### src/rtl/sseg_pkg.sv
// sseg_pkg -- shared definitions for the seven-segment scan controller.
//
// Contents:
//   GLYPH_TAB    16-entry active-high glyph table, index = nibble value,
//                bit 6..0 = segments g..a (bit 7 unused here, dp is added later)
//   GLYPH_BLANK  glyph for a blanked digit (no segments)
//   GLYPH_DASH   glyph for a dash (segment g only)
//   state_e      controller FSM states
//   seg_byte()   merges a glyph with its decimal point and inverts to the
//                active-low form the display wants
package sseg_pkg;

  // Element 0 is the rightmost entry of the concatenation, so the list runs F..0.
  localparam logic [15:0][7:0] GLYPH_TAB = {
    8'h71, 8'h79, 8'h5E, 8'h58, 8'h7C, 8'h77, 8'h6F, 8'h7F,
    8'h27, 8'h7D, 8'h6D, 8'h66, 8'h4F, 8'h5B, 8'h06, 8'h3F
  };

  localparam logic [7:0] GLYPH_BLANK = 8'h00;
  localparam logic [7:0] GLYPH_DASH  = 8'h40;

  typedef enum logic [1:0] {
    IDLE   = 2'd0,
    SCAN   = 2'd1,
    COMMIT = 2'd2
  } state_e;

  // Active-low digit byte: bit 7 = dp, bits 6..0 = g..a.
  function automatic logic [7:0] seg_byte(input logic [7:0] glyph, input logic dp);
    return ~(glyph | {dp, 7'b000_0000});
  endfunction

endpackage

### src/rtl/sseg_blink_timer.sv
// sseg_blink_timer -- blink phase generator.
//
// A prescaler counts 0..BLINK_DIV-1 while en is high; the phase flop toggles
// every time the prescaler wraps. Dropping en clears both, so every blink
// session starts from a known "visible" half-period.
//
// Ports:
//   clk    in   system clock
//   rst    in   synchronous active-high reset
//   en     in   run the prescaler
//   phase  out  current blink phase (1 = blinked digits dark)
//
// Parameters:
//   BLINK_DIV  clk cycles per phase, minimum 2
module sseg_blink_timer #(
  parameter int BLINK_DIV = 25000000
) (
  input  logic clk,
  input  logic rst,
  input  logic en,
  output logic phase
);

  localparam int CW = (BLINK_DIV > 2) ? $clog2(BLINK_DIV) : 1;

  logic [CW-1:0] cnt_q, cnt_d;
  logic          phase_q, phase_d;

  always_comb begin
    cnt_d   = cnt_q;
    phase_d = phase_q;
    if (!en) begin
      cnt_d   = '0;
      phase_d = 1'b0;
    end else if (cnt_q == CW'(BLINK_DIV - 1)) begin
      cnt_d   = '0;
      phase_d = ~phase_q;
    end else begin
      cnt_d   = cnt_q + 1'b1;
    end
  end

  always_ff @(posedge clk) begin
    if (rst) begin
      cnt_q   <= '0;
      phase_q <= 1'b0;
    end else begin
      cnt_q   <= cnt_d;
      phase_q <= phase_d;
    end
  end

  assign phase = phase_q;

endmodule

### src/rtl/sseg_scan_ctrl.sv
// sseg_scan_ctrl -- display-update controller for a bank of active-low
// seven-segment digits.
//
// A write captures the whole value into shadow registers, then one digit
// per cycle (most significant first) goes through a single glyph encoder
// into staging registers. After the last digit, staging is copied into the
// display registers in one cycle so a half-updated value is never shown.
// Leading-zero blanking, per-digit decimal points and per-digit blink are
// layered on top of the plain hex decode.
//
// Ports:
//   clk          in   system clock
//   rst          in   synchronous active-high reset
//   wr_valid     in   write request
//   wr_ready     out  idle and able to accept a write
//   wr_data      in   one nibble per digit, digit 0 = bits [3:0] (rightmost)
//   wr_dp        in   decimal point per digit
//   wr_blank_lz  in   blank leading zeros
//   wr_dec       in   (only with SSEG_SCAN_CTRL_DEC_MODE_EN) decimal mode:
//                     nibbles A..F render as a dash
//   blink_en     in   global blink enable
//   blink_mask   in   digits subject to blink
//   hex_out      out  active-low segments, byte i = digit i,
//                     bit 7 = dp, bits 6..0 = g..a
//
// Parameters:
//   NDIG       number of digits
//   BLINK_DIV  clk cycles per blink phase (minimum 2)
//
// Build option:
//   SSEG_SCAN_CTRL_DEC_MODE_EN  adds the wr_dec port and decimal-mode dashes.
module sseg_scan_ctrl
  import sseg_pkg::*;
#(
  parameter int NDIG      = 4,
  parameter int BLINK_DIV = 25000000
) (
  input  logic              clk,
  input  logic              rst,
  input  logic              wr_valid,
  output logic              wr_ready,
  input  logic [4*NDIG-1:0] wr_data,
  input  logic [NDIG-1:0]   wr_dp,
  input  logic              wr_blank_lz,
`ifdef SSEG_SCAN_CTRL_DEC_MODE_EN
  input  logic              wr_dec,
`endif
  input  logic              blink_en,
  input  logic [NDIG-1:0]   blink_mask,
  output logic [8*NDIG-1:0] hex_out
);

  localparam int IDXW = (NDIG > 1) ? $clog2(NDIG) : 1;

  state_e                 state_q, state_d;
  logic [IDXW-1:0]        idx_q, idx_d;
  logic                   lz_active_q, lz_active_d;
  logic [NDIG-1:0][3:0]   sh_data_q, sh_data_d;
  logic [NDIG-1:0]        sh_dp_q, sh_dp_d;
  logic                   sh_lz_q, sh_lz_d;
`ifdef SSEG_SCAN_CTRL_DEC_MODE_EN
  logic                   sh_dec_q, sh_dec_d;
`endif
  logic [NDIG-1:0][7:0]   stage_q, stage_d;
  logic [NDIG-1:0][7:0]   disp_q, disp_d;
  logic [NDIG-1:0][7:0]   hex_q, hex_d;

  logic                   blink_phase;
  logic [3:0]             nib;
  logic [7:0]             glyph;
  logic                   blank;

  sseg_blink_timer #(
    .BLINK_DIV (BLINK_DIV)
  ) u_blink (
    .clk   (clk),
    .rst   (rst),
    .en    (blink_en),
    .phase (blink_phase)
  );

  assign wr_ready = (state_q == IDLE);

  // Scan FSM plus the shared glyph encoder.
  always_comb begin
    state_d     = state_q;
    idx_d       = idx_q;
    lz_active_d = lz_active_q;
    sh_data_d   = sh_data_q;
    sh_dp_d     = sh_dp_q;
    sh_lz_d     = sh_lz_q;
`ifdef SSEG_SCAN_CTRL_DEC_MODE_EN
    sh_dec_d    = sh_dec_q;
`endif
    stage_d     = stage_q;
    disp_d      = disp_q;
    nib         = sh_data_q[idx_q];
    glyph       = GLYPH_TAB[nib];
    blank       = 1'b0;

    case (state_q)
      IDLE: begin
        if (wr_valid) begin
          sh_data_d   = wr_data;
          sh_dp_d     = wr_dp;
          sh_lz_d     = wr_blank_lz;
`ifdef SSEG_SCAN_CTRL_DEC_MODE_EN
          sh_dec_d    = wr_dec;
`endif
          idx_d       = IDXW'(NDIG - 1);
          lz_active_d = 1'b1;
          state_d     = SCAN;
        end
      end

      SCAN: begin
        // Digit 0 is exempt so an all-zero value still shows a single "0".
        blank = sh_lz_q && lz_active_q && (nib == 4'd0) && (idx_q != '0);
`ifdef SSEG_SCAN_CTRL_DEC_MODE_EN
        if (sh_dec_q && (nib > 4'd9)) glyph = GLYPH_DASH;
`endif
        if (blank) glyph = GLYPH_BLANK;
        stage_d[idx_q] = seg_byte(glyph, sh_dp_q[idx_q]);
        if (nib != 4'd0) lz_active_d = 1'b0;
        if (idx_q == '0) state_d = COMMIT;
        else             idx_d   = idx_q - 1'b1;
      end

      COMMIT: begin
        disp_d  = stage_q;
        state_d = IDLE;
      end

      default: state_d = IDLE;
    endcase
  end

  // Blink overlay; mask and enable are used live so changes show next edge.
  always_comb begin
    hex_d = disp_q;
    for (int i = 0; i < NDIG; i++) begin
      if (blink_en && blink_phase && blink_mask[i]) hex_d[i] = 8'hFF;
    end
  end

  always_ff @(posedge clk) begin
    if (rst) begin
      state_q     <= IDLE;
      idx_q       <= '0;
      lz_active_q <= 1'b0;
      sh_data_q   <= '0;
      sh_dp_q     <= '0;
      sh_lz_q     <= 1'b0;
`ifdef SSEG_SCAN_CTRL_DEC_MODE_EN
      sh_dec_q    <= 1'b0;
`endif
      stage_q     <= '1;
      disp_q      <= '1;
      hex_q       <= '1;
    end else begin
      state_q     <= state_d;
      idx_q       <= idx_d;
      lz_active_q <= lz_active_d;
      sh_data_q   <= sh_data_d;
      sh_dp_q     <= sh_dp_d;
      sh_lz_q     <= sh_lz_d;
`ifdef SSEG_SCAN_CTRL_DEC_MODE_EN
      sh_dec_q    <= sh_dec_d;
`endif
      stage_q     <= stage_d;
      disp_q      <= disp_d;
      hex_q       <= hex_d;
    end
  end

  assign hex_out = hex_q;

endmodule

### config.mk
export PLATFORM = sky130hd
export DESIGN_NAME = sseg_scan_ctrl
export DESIGN_NICKNAME = d
export VERILOG_FILES = /design/src/rtl/sseg_pkg.sv /design/src/rtl/sseg_blink_timer.sv /design/src/rtl/sseg_scan_ctrl.sv
export SDC_FILE = /design/constraint.sdc
export NUM_CORES = 1
export LEC_CHECK = 0
export ABC_AREA = 1
export CAP_MARGIN = 20
export CORE_ASPECT_RATIO = 0.5
export CORE_MARGIN = 1.5
export CORE_UTILIZATION = 35
export CTS_BUF_LIST = sky130_fd_sc_hd__clkbuf_8
export CTS_CLUSTER_SIZE = 25
export DETAILED_ROUTE_END_ITERATION = 7
export GPL_TIMING_DRIVEN = 0
export SYNTH_ARGS = -nofsm -noshare
export SYNTH_HDL_FRONTEND = slang
export SYNTH_HIERARCHICAL = 1
export SYNTH_SLANG_ARGS = --single-unit
### constraint.sdc
create_clock -name clk -period 1.8 [get_ports clk]
set_clock_uncertainty 0.2 [all_clocks]
set_input_delay 0.27 -clock clk [delete_from_list [all_inputs] [get_ports clk]]
set_output_delay 0.27 -clock clk [all_outputs]
set_load 0.005 [all_outputs]
## Word level (Yosys, flattened, before mapping)

Memory sizes are Yosys's and may differ from the RTL's.
Cells that the tools add are included.

- Flip-flop bits (word level): 148
- ROM bits: 128
- Logic and storage cells: 84
- Memories: 1

- Add/sub/neg operators: 2
- Order comparisons: 3
- Eq/ne operators: 7
- Muxes and demuxes: 19
- Bitwise gates (word level): 4
- Reductions and logical operators: 25

Memory list:

| name | words | bits a word | rd ports | clocked after memory_dff | write ports | line | source |
|---|---|---|---|---|---|---|---|
| (no name shown) | 16 | 8 | 1 | 0 | 0 | sseg_scan_ctrl.sv:98 | `glyph = GLYPH_TAB[nib];` |

Operators by type and width:

| operator | number |
|---|---|
| $bwmux 32 | 1 |
| $mux 8 | 4 |
| $add 25x1->25 const B | 1 |
| $eq 25x25->1 const B | 1 |
| $demux 8 s2 | 1 |
| $reduce_or 2->1 | 5 |
| $logic_and 1x1->1 | 9 |
| $bmux 4 s2 | 1 |
| $mux 2 | 4 |
| $ne 2x2->1 const B | 4 |
| $not 8->8 | 1 |
| $or 8x8->8 | 1 |
| $pmux 2 s2 | 2 |
| $reduce_and 3->1 | 2 |
| $lt 4x5->1 const B | 1 |
| $logic_not 2->1 | 2 |
| $logic_not 4->1 | 1 |
| $mux 4 | 1 |
| $reduce_and 2->1 | 2 |
| $reduce_bool 2->1 | 2 |
| $reduce_bool 4->1 | 1 |
| $lt 2x3->1 const B | 1 |
| $mux 1 | 3 |
| $reduce_or 3->1 | 1 |
| other kinds (7) | 8 |

## Logic depth before layout (Yosys ltp)

Gate-level depths: netlist (run 1).

- Word-level depth: 10
- Mapped depth: 13

## Cells and area by module

Netlist (run 1), hierarchy kept.

Modules (own cells, without submodules):

| module | times used | cells an instance | area each (sq um) | sequential area each (sq um) |
|---|---|---|---|---|
| sseg_scan_ctrl | 1 | 572 | 4633.2 | 2442.3 |
| sseg_blink_timer | 1 | 223 | 1445.1 | 520.5 |

## Worst setup path before layout (run 1)

OpenSTA, ideal clock, no wires.

- Path kind: reg2reg
- From: register idx_q[0]
- To: register stage_q[11] in the netlist's numbering
- Setup time: 0.115 ns
- Data arrival time: 1.509 ns
- Path slack: -0.024 ns
- Cell stages (with the launch flop): 14
- Period minus slack after synthesis: 1.824 ns
- Cells stage by stage: dfxtp_1 > inv_2 > buf_6 > nand2_2 > nand3_1 > nand2_2 > inv_1 > ha_1 > nand3_1 > nand2_1 > nand2_1 > nand3_2 > nand2_1 > nand2_1

- Cells in the longest elaborated chain, start to end: 10

RTL lines:

| item | line | source |
|---|---|---|
| from (decl) | sseg_scan_ctrl.sv:56 | `logic [IDXW-1:0] idx_q, idx_d;` |
| from (signal assigned) | sseg_scan_ctrl.sv:162 | `idx_q <= idx_d;` |
| parallel branches: the longest is 9 deep, another holds $mem_v2 16x8 | n/a |  |
| $bwmux 32 (*) | sseg_scan_ctrl.sv:123 | `stage_d[idx_q] = seg_byte(glyph, sh_dp_q[idx_q]);` |
| to (signal assigned) | sseg_scan_ctrl.sv:170 | `stage_q <= stage_d;` |
| to (decl) | sseg_scan_ctrl.sv:64 | `logic [NDIG-1:0][7:0] stage_q, stage_d;` |

Mark *: on every way between the ends. The select of a mux whose other input is x is not followed.
A chain may end at the register's enable or synchronous reset.

## Worst setup path after layout (run 1)

- From: register idx_q[0]
- To: register stage_q[24] in the netlist's numbering

The elaborated chain is that of the path after synthesis.

==> results of run 1 <==
==> power by group through the flow <==
stage	Clock, uW	Sequential [uW]	Combinational, uW
detailed placement	0	3580	996
floorplan	0	3560	669
global route	3030	3520	1450
CTS	2900	3500	1140
finish	2820	3510	1330
global placement	0	3570	980
==> state kept, by name, summed over array words and instances (netlist names) <==
register,cells
disp_q,32
hex_out,32
stage_q,32
u_blink/cnt_q,25
sh_data_q,16
sh_dp_q,4
idx_q,2
state_q,2
lz_active_q,1
sh_lz_q,1
u_blink/phase,1
==> critical path: stages, from the launching register on <==
cell and delay [ps]:
dfxtp_4 390, buf_6 140, nand2_2 70, nand2_1 60, nand2_1 110, nand2_4 90
ha_4 170, inv_2 60, nand2_2 70, nand3_2 100, nand3_4 120, nand2_1 100
nand2_1 50
==> repair_timing <==
action,in CTS,in global routing
pin swaps,11,20
cloned,0,1
endpoints found under the setup margin,46,55
resized for setup,42,42
hold buffers,0,0
buffers inserted,13,9
==> how the worst min path moves through the flow <==
stage | slack, ps | start | endpoint | depth (start not counted)
after floorplan | 200 | disp_q[16] | hex_out[16] | 2
after global placement | 210 | disp_q[24] | hex_out[24] | 2
after detailed placement | 220 | disp_q[27] | hex_out[27] | 2
after CTS | 190 | wr_data[8] | sh_data_q[8] | 3
after global routing | 190 | wr_data[0] | sh_data_q[0] | 3
final | 210 | wr_data[11] | sh_data_q[11] | 3
==> metrics by stage <==
step	hold WS, ps	cells
finish	213	1137
global route	194	1137
CTS	189	1127
detailed placement	216	1083
global placement	214	1083
floorplan	199	795
==> cell families after synthesis <==
logic type	after synthesis	share of synthesized area, %
AO/OA/AOI/OAI	91	8.19
XOR/XNOR	12	1.73
adder cells (fa/ha/maj)	10	2.06
buffers and inverters	94	6.67
flip-flops	148	48.7
AND/OR/NAND/NOR	440	32.6
==> metal layers <==
layer	vias up	global-route usage [%]
met3	11	4.01
li1	2711	-
met4	0	4.63
met5	-	0
met1	2388	21.4
met2	104	27.0
==> final cells by class <==
type / instances / share of cell area, %
clock inverter: 13 / 2.15
tap: 227 / 3.59
clock buffer: 19 / 3.31
timing repair buffer: 83 / 10.3
sequential: 148 / 37.7
inverter: 70 / 3.61
multi-input combinational: 554 / 37.6
buffer: 23 / 1.77
==> placed cells by master, fill, tap and decap left out, drive strengths merged, types with 7 or more instances in the layout <==
cell type | Yosys | final
nor2 | 99 | 99
clkbuf | 8 | 27
inv | 70 | 75
o21ai | 23 | 23
nand2 | 251 | 252
a21oi | 51 | 51
buf | 16 | 37
ha | 10 | 10
o211ai | 15 | 15
nand3 | 69 | 69
xor2 | 7 | 7
clkdlybuf4s50 | 0 | 58
dfxtp | 148 | 148
or2 | 18 | 18
==> results.yml, run 1 <==
sta:
  rsz0062_at_grt: "true"
  maxSlewHeadroom_pct: 62.9
  final_hold_viol_count: 0
  setup-tns-final_ps: -126
  setup_ws_ps: -30.3
  clock.fmax_mhz: 546
  maxSlewViolCount: 0
  finalSetupViolations: 9
  fin_crit_sh_pct: 102
  min_period_ps: 1830
  tightest_slew_ps: 556
clocking:
  ctsRootBufferMaster: "clkbuf_8"
  clkTransAtPathRegs_ps: 80
  cts_buffers: 17
  htreeDepth: 4
  cts.sinks: 148
  cts_tree: "done"
  clk_path_buf_depth: 2
  clock_latency_ps: 440
route:
  firstDrtPassIters: 5
  vias: 5214
  finalWirelength_mm: 14.6
  wl_met3_um: 580
  wirelength_met1_mm: 7.15
  post_drt_wl_per_cell_um: 12.8
  drc_errors: 0
  avgViaCountPerCell: 4.59
  dr.max_layer_used: "met4"
  first_iter_violations: 339
  dr_wl_met2_mm: 6.73
  ant_nets: 0
cells_and_area:
  fin_util_pct: 47.4
  diodes: 0
  area_growth_syn_to_layout_pct: 30.0
  multi_input_area_sq_um: 2970
  fill_cells: 1647
  drive_gt1_share_pct: 20.0
  seqCellArea_sq_um: 2980
  fin_area_sq_um: 7900
  nets: 936
power:
  clockPowerShare_pct: 36.8
  p_sw_uw: 2220
  swShare_pct: 29.0
  power.density_nw_per_um2: 969
  leakagePower_uw: 0.00319
  intPower_uw: 5430
  comb_power_share_pct: 17.4
  max-vdd-ir-drop_mv: 0.489
  p_total_uw: 7660
  p_seq_share_pct: 45.8
global_route:
  grt_overflow: 0
  grt_start_max_net_pins: 17
  antenna_found_initial: 0
  grt_util_all_layers_pct: 16.3
  grt_pass1_wl_mm: 23.4
  grt_pass1_vias: 4849
floorplanning:
  start_util_pct: 36.4
  die_w_um: 189
  die_y_um: 96.2
  core_sq_um: 16700
  io_pins: 62
  dieArea_sq_um: 18200
  num_rows: 33
logic_synthesis:
  synth_area_leaders: "dfxtp_1 49%, nand2_1 15%, nor2_1 5.4%"
  syn_nets: 834
  yosysTopAreaCell: "dfxtp_1"
  synth_cell_types: 30
  syn-cell-area_sq_um: 6080
  synth_top_area_share_pct: 48.7
  yosys_most_used_dff: "dfxtp_1"
  ys_warn_count: 6
  async_flop_share_pct: 0
  synth_commonest_cells: "239 x nand2_1, 148 x dfxtp_1, 87 x nor2_1"
  synth_cells: 795
  ys_ff_latch: 148
  ys_seq_area_share_pct: 48.7
  synth_edf_count: 0
  avgSynthCellArea_sq_um: 7.65
  yosysMostFrequentCell: "nand2_1"
critical_path:
  cp-start-kind: "flip-flop"
  crit_end: "stage_q[24]"
  cp.required_ps: 1940
  cp_max_fo: 6
  end_kind: "flip-flop"
  rrSetupSlack_ps: -30
  worstPathArrival_ps: 1970
  worstSetupPathType: "reg -> reg"
  r2r_start: "idx_q[0]"
  r2r_end: "stage_q[24]"
  startpoint: "idx_q[0]"
  r2r_cells: 12
worst_hold_path:
  hold_class: "in -> reg"
placement:
  dpl.hpwl_mm: 9.94
  gp_congestion: 0.890
  numPortBuffers: 61
  dpl_cell_area_sq_um: 6970
  pre_cts_ws_ps: -299
outcome:
  violations: "setup timing"
  status: "complete, but fails checks"
run:
  maxCapViolCount: 0
Power figures use the tool's default switching activity.
==> run 2, diff against run 1 <==
--- a/config.mk
+++ b/config.mk
@@ -13,7 +13,9 @@
 export CTS_BUF_LIST = sky130_fd_sc_hd__clkbuf_8
 export CTS_CLUSTER_SIZE = 25
 export DETAILED_ROUTE_END_ITERATION = 7
+export DONT_BUFFER_PORTS = 1
 export GPL_TIMING_DRIVEN = 0
+export SETUP_SLACK_MARGIN = 0.1
 export SYNTH_ARGS = -nofsm -noshare
 export SYNTH_HDL_FRONTEND = slang
 export SYNTH_HIERARCHICAL = 1
==> run 2 against run 1 <==
- the flow finishes with violations (hold timing, setup timing)
- clock power barely moved
- worst setup slack better by 14 ps
- via count increased by 0.17%
- final area up 2.7%
- sequential power is essentially flat
- die area unchanged
- final cell count down 1.2%
- non-clock buffer count fell by 13
==> results.yml, run 2 (synthesis gave the netlist of run 1 again) <==
floorplanning:
  dieArea_sq_um: 18200
  start_util_pct: 36.4
  io_pins: 62
  core_sq_um: 16700
  die_w_um: 189
  die_y_um: 96.2
  num_rows: 33
cells_and_area:
  nets: 922
  drive_gt1_share_pct: 27.6
  area_growth_syn_to_layout_pct: 33.6
  instances_no_fill: 1123
  final_cell_mix: "199 x nand2_1, 142 x dfxtp_1, 64 x nor2_1"
  final_common_cell: "nand2_1"
  diodes: 0
sta:
  timing.hold.ws_ps: -37.3
  tightest_slew_ps: 551
  clock.fmax_mhz: 551
  min_period_ps: 1820
  rsz0062_at_grt: "true"
  finalSetupViolations: 3
  setup_ws_ps: -16.2
  final_hold_viol_count: 5
  maxSlewViolCount: 0
  fin_crit_sh_pct: 101
  maxSlewHeadroom_pct: 63.2
critical_path:
  cp-start-kind: "flip-flop"
  end_kind: "flip-flop"
  startpoint: "idx_q[0]"
  r2r_end: "stage_q[8]"
  cp.required_ps: 1940
  worstSetupPathType: "reg -> reg"
  r2r_cells: 11
  cp_max_fo: 5
  worstPathArrival_ps: 1960
  r2r_start: "idx_q[0]"
  rrSetupSlack_ps: -20
outcome:
  violations: "hold timing, setup timing"
  status: "complete, but fails checks"
worst_hold_path:
  holdPathStages: 3
  hold_end: "stage_q[26]"
  min_from: "rst"
  hold_class: "in -> reg"
power:
  power.density_nw_per_um2: 957
  swShare_pct: 29.6
  comb_power_share_pct: 18.3
  clockPowerShare_pct: 36.4
  max-vdd-ir-drop_mv: 0.514
  p_seq_share_pct: 45.2
  leakagePower_uw: 0.00328
  p_sw_uw: 2300
  intPower_uw: 5470
placement:
  gp_congestion: 0.866
  dpl.hpwl_mm: 9.87
  pre_cts_ws_ps: -195
  numPortBuffers: 0
  dp_cells: 1022
route:
  ant_nets: 0
  vias: 5223
  avgViaCountPerCell: 4.65
  first_iter_violations: 341
  post_drt_wl_per_cell_um: 13.5
  finalWirelength_mm: 15.2
  firstDrtPassIters: 5
  drc_errors: 0
clocking:
  cts_buffers: 17
  ctsRootBufferMaster: "clkbuf_8"
  cts.sinks: 148
  clk_path_buf_depth: 2
  cts_tree: "done"
  htreeDepth: 4
  clock_latency_ps: 440
  clkTransAtPathRegs_ps: 90
  cts.hold.buffers_added: 27
global_route:
  grt_pass1_vias: 5002
  grt_start_max_net_pins: 17
  antenna_found_initial: 0
  grt_pass1_wl_mm: 24.5
  grt_overflow: 0
  grt_util_all_layers_pct: 17.2
run:
  maxCapViolCount: 0
==> run 2: cell types whose count changed in the layout (fill, tap and decap cells not counted), sizes merged, moves of 2 or more <==
cell,change
buf,+18
dlymetal6s2s,-2
clkdlybuf4s50,-58
dlygate4sd3,+27
clkbuf,+3
==> run 2: power groups by stage <==
stage / Clock (uW) / Sequential, uW / Combinational (uW)
4_1_cts: 2910 / 3510 / 1250
3_5_place_dp: 0 / 3580 / 959
6_report: 2830 / 3520 / 1420
2_1_floorplan: 0 / 3560 / 728
3_3_place_gp: 0 / 3580 / 948
5_1_grt: 3050 / 3540 / 1550
==> run 2: cell type report <==
type	count	area, sq um
Tap cell	227	284
Multi-Input combinational cell	553	3310
Clock inverter	13	170
Inverter	70	278
Sequential cell	148	2970
Clock buffer	19	262
Fill cell	1651	8560
Buffer	24	175
Timing Repair Buffer	69	667
==> run 2: worst max path at each step <==
| stage | cells past startpoint | end |
|---|---|---|
| 2_1_floorplan | 13 | stage_q[16] |
| 3_3_place_gp | 11 | stage_q[27] |
| 3_5_place_dp | 11 | stage_q[27] |
| 4_1_cts | 11 | stage_q[27] |
| 5_1_grt | 11 | stage_q[16] |
| 6_report | 11 | stage_q[8] |
==> run 2: what timing repair did <==
item,CTS,global route
gates resized for setup,51,98
buffers inserted,25,15
endpoints found under the hold margin,40,5
pin swaps,17,30
cloned,1,1
setup endpoints to repair,56,100
==> run 2: stage by stage <==
step                util [%]  total power, uW  TNS (ps)  area [sq um]
detailed placement      38.7             4540     -4440          6460
CTS                     45.7             7670         0          7620
floorplan                  -             4290         0          6170
global placement        38.7             4530     -3860          6460
finish                  48.7             7770     -40.5          8120
global route            48.7             8130     -1640          8120
==> run 2: critical path: stages, from the launching register on <==
cell     delay [ps]
dfxtp_4         400
buf_8           150
nand2_4          70
nand3_4          90
nand2_4          90
ha_4            190
inv_2            70
nand3_1         100
nand3_2         110
nand3_4         120
nand2_1          80
nand2_1          50
==> run 2: metal layers <==
layer  vias to the layer above  track usage [%]  routed length, um
li1                       2686                -                  -
met1                      2446             21.2               7000
met2                        79             30.2               7510
met3                        12             3.39                516
met4                         0             6.22                134
met5                         -                0                  0
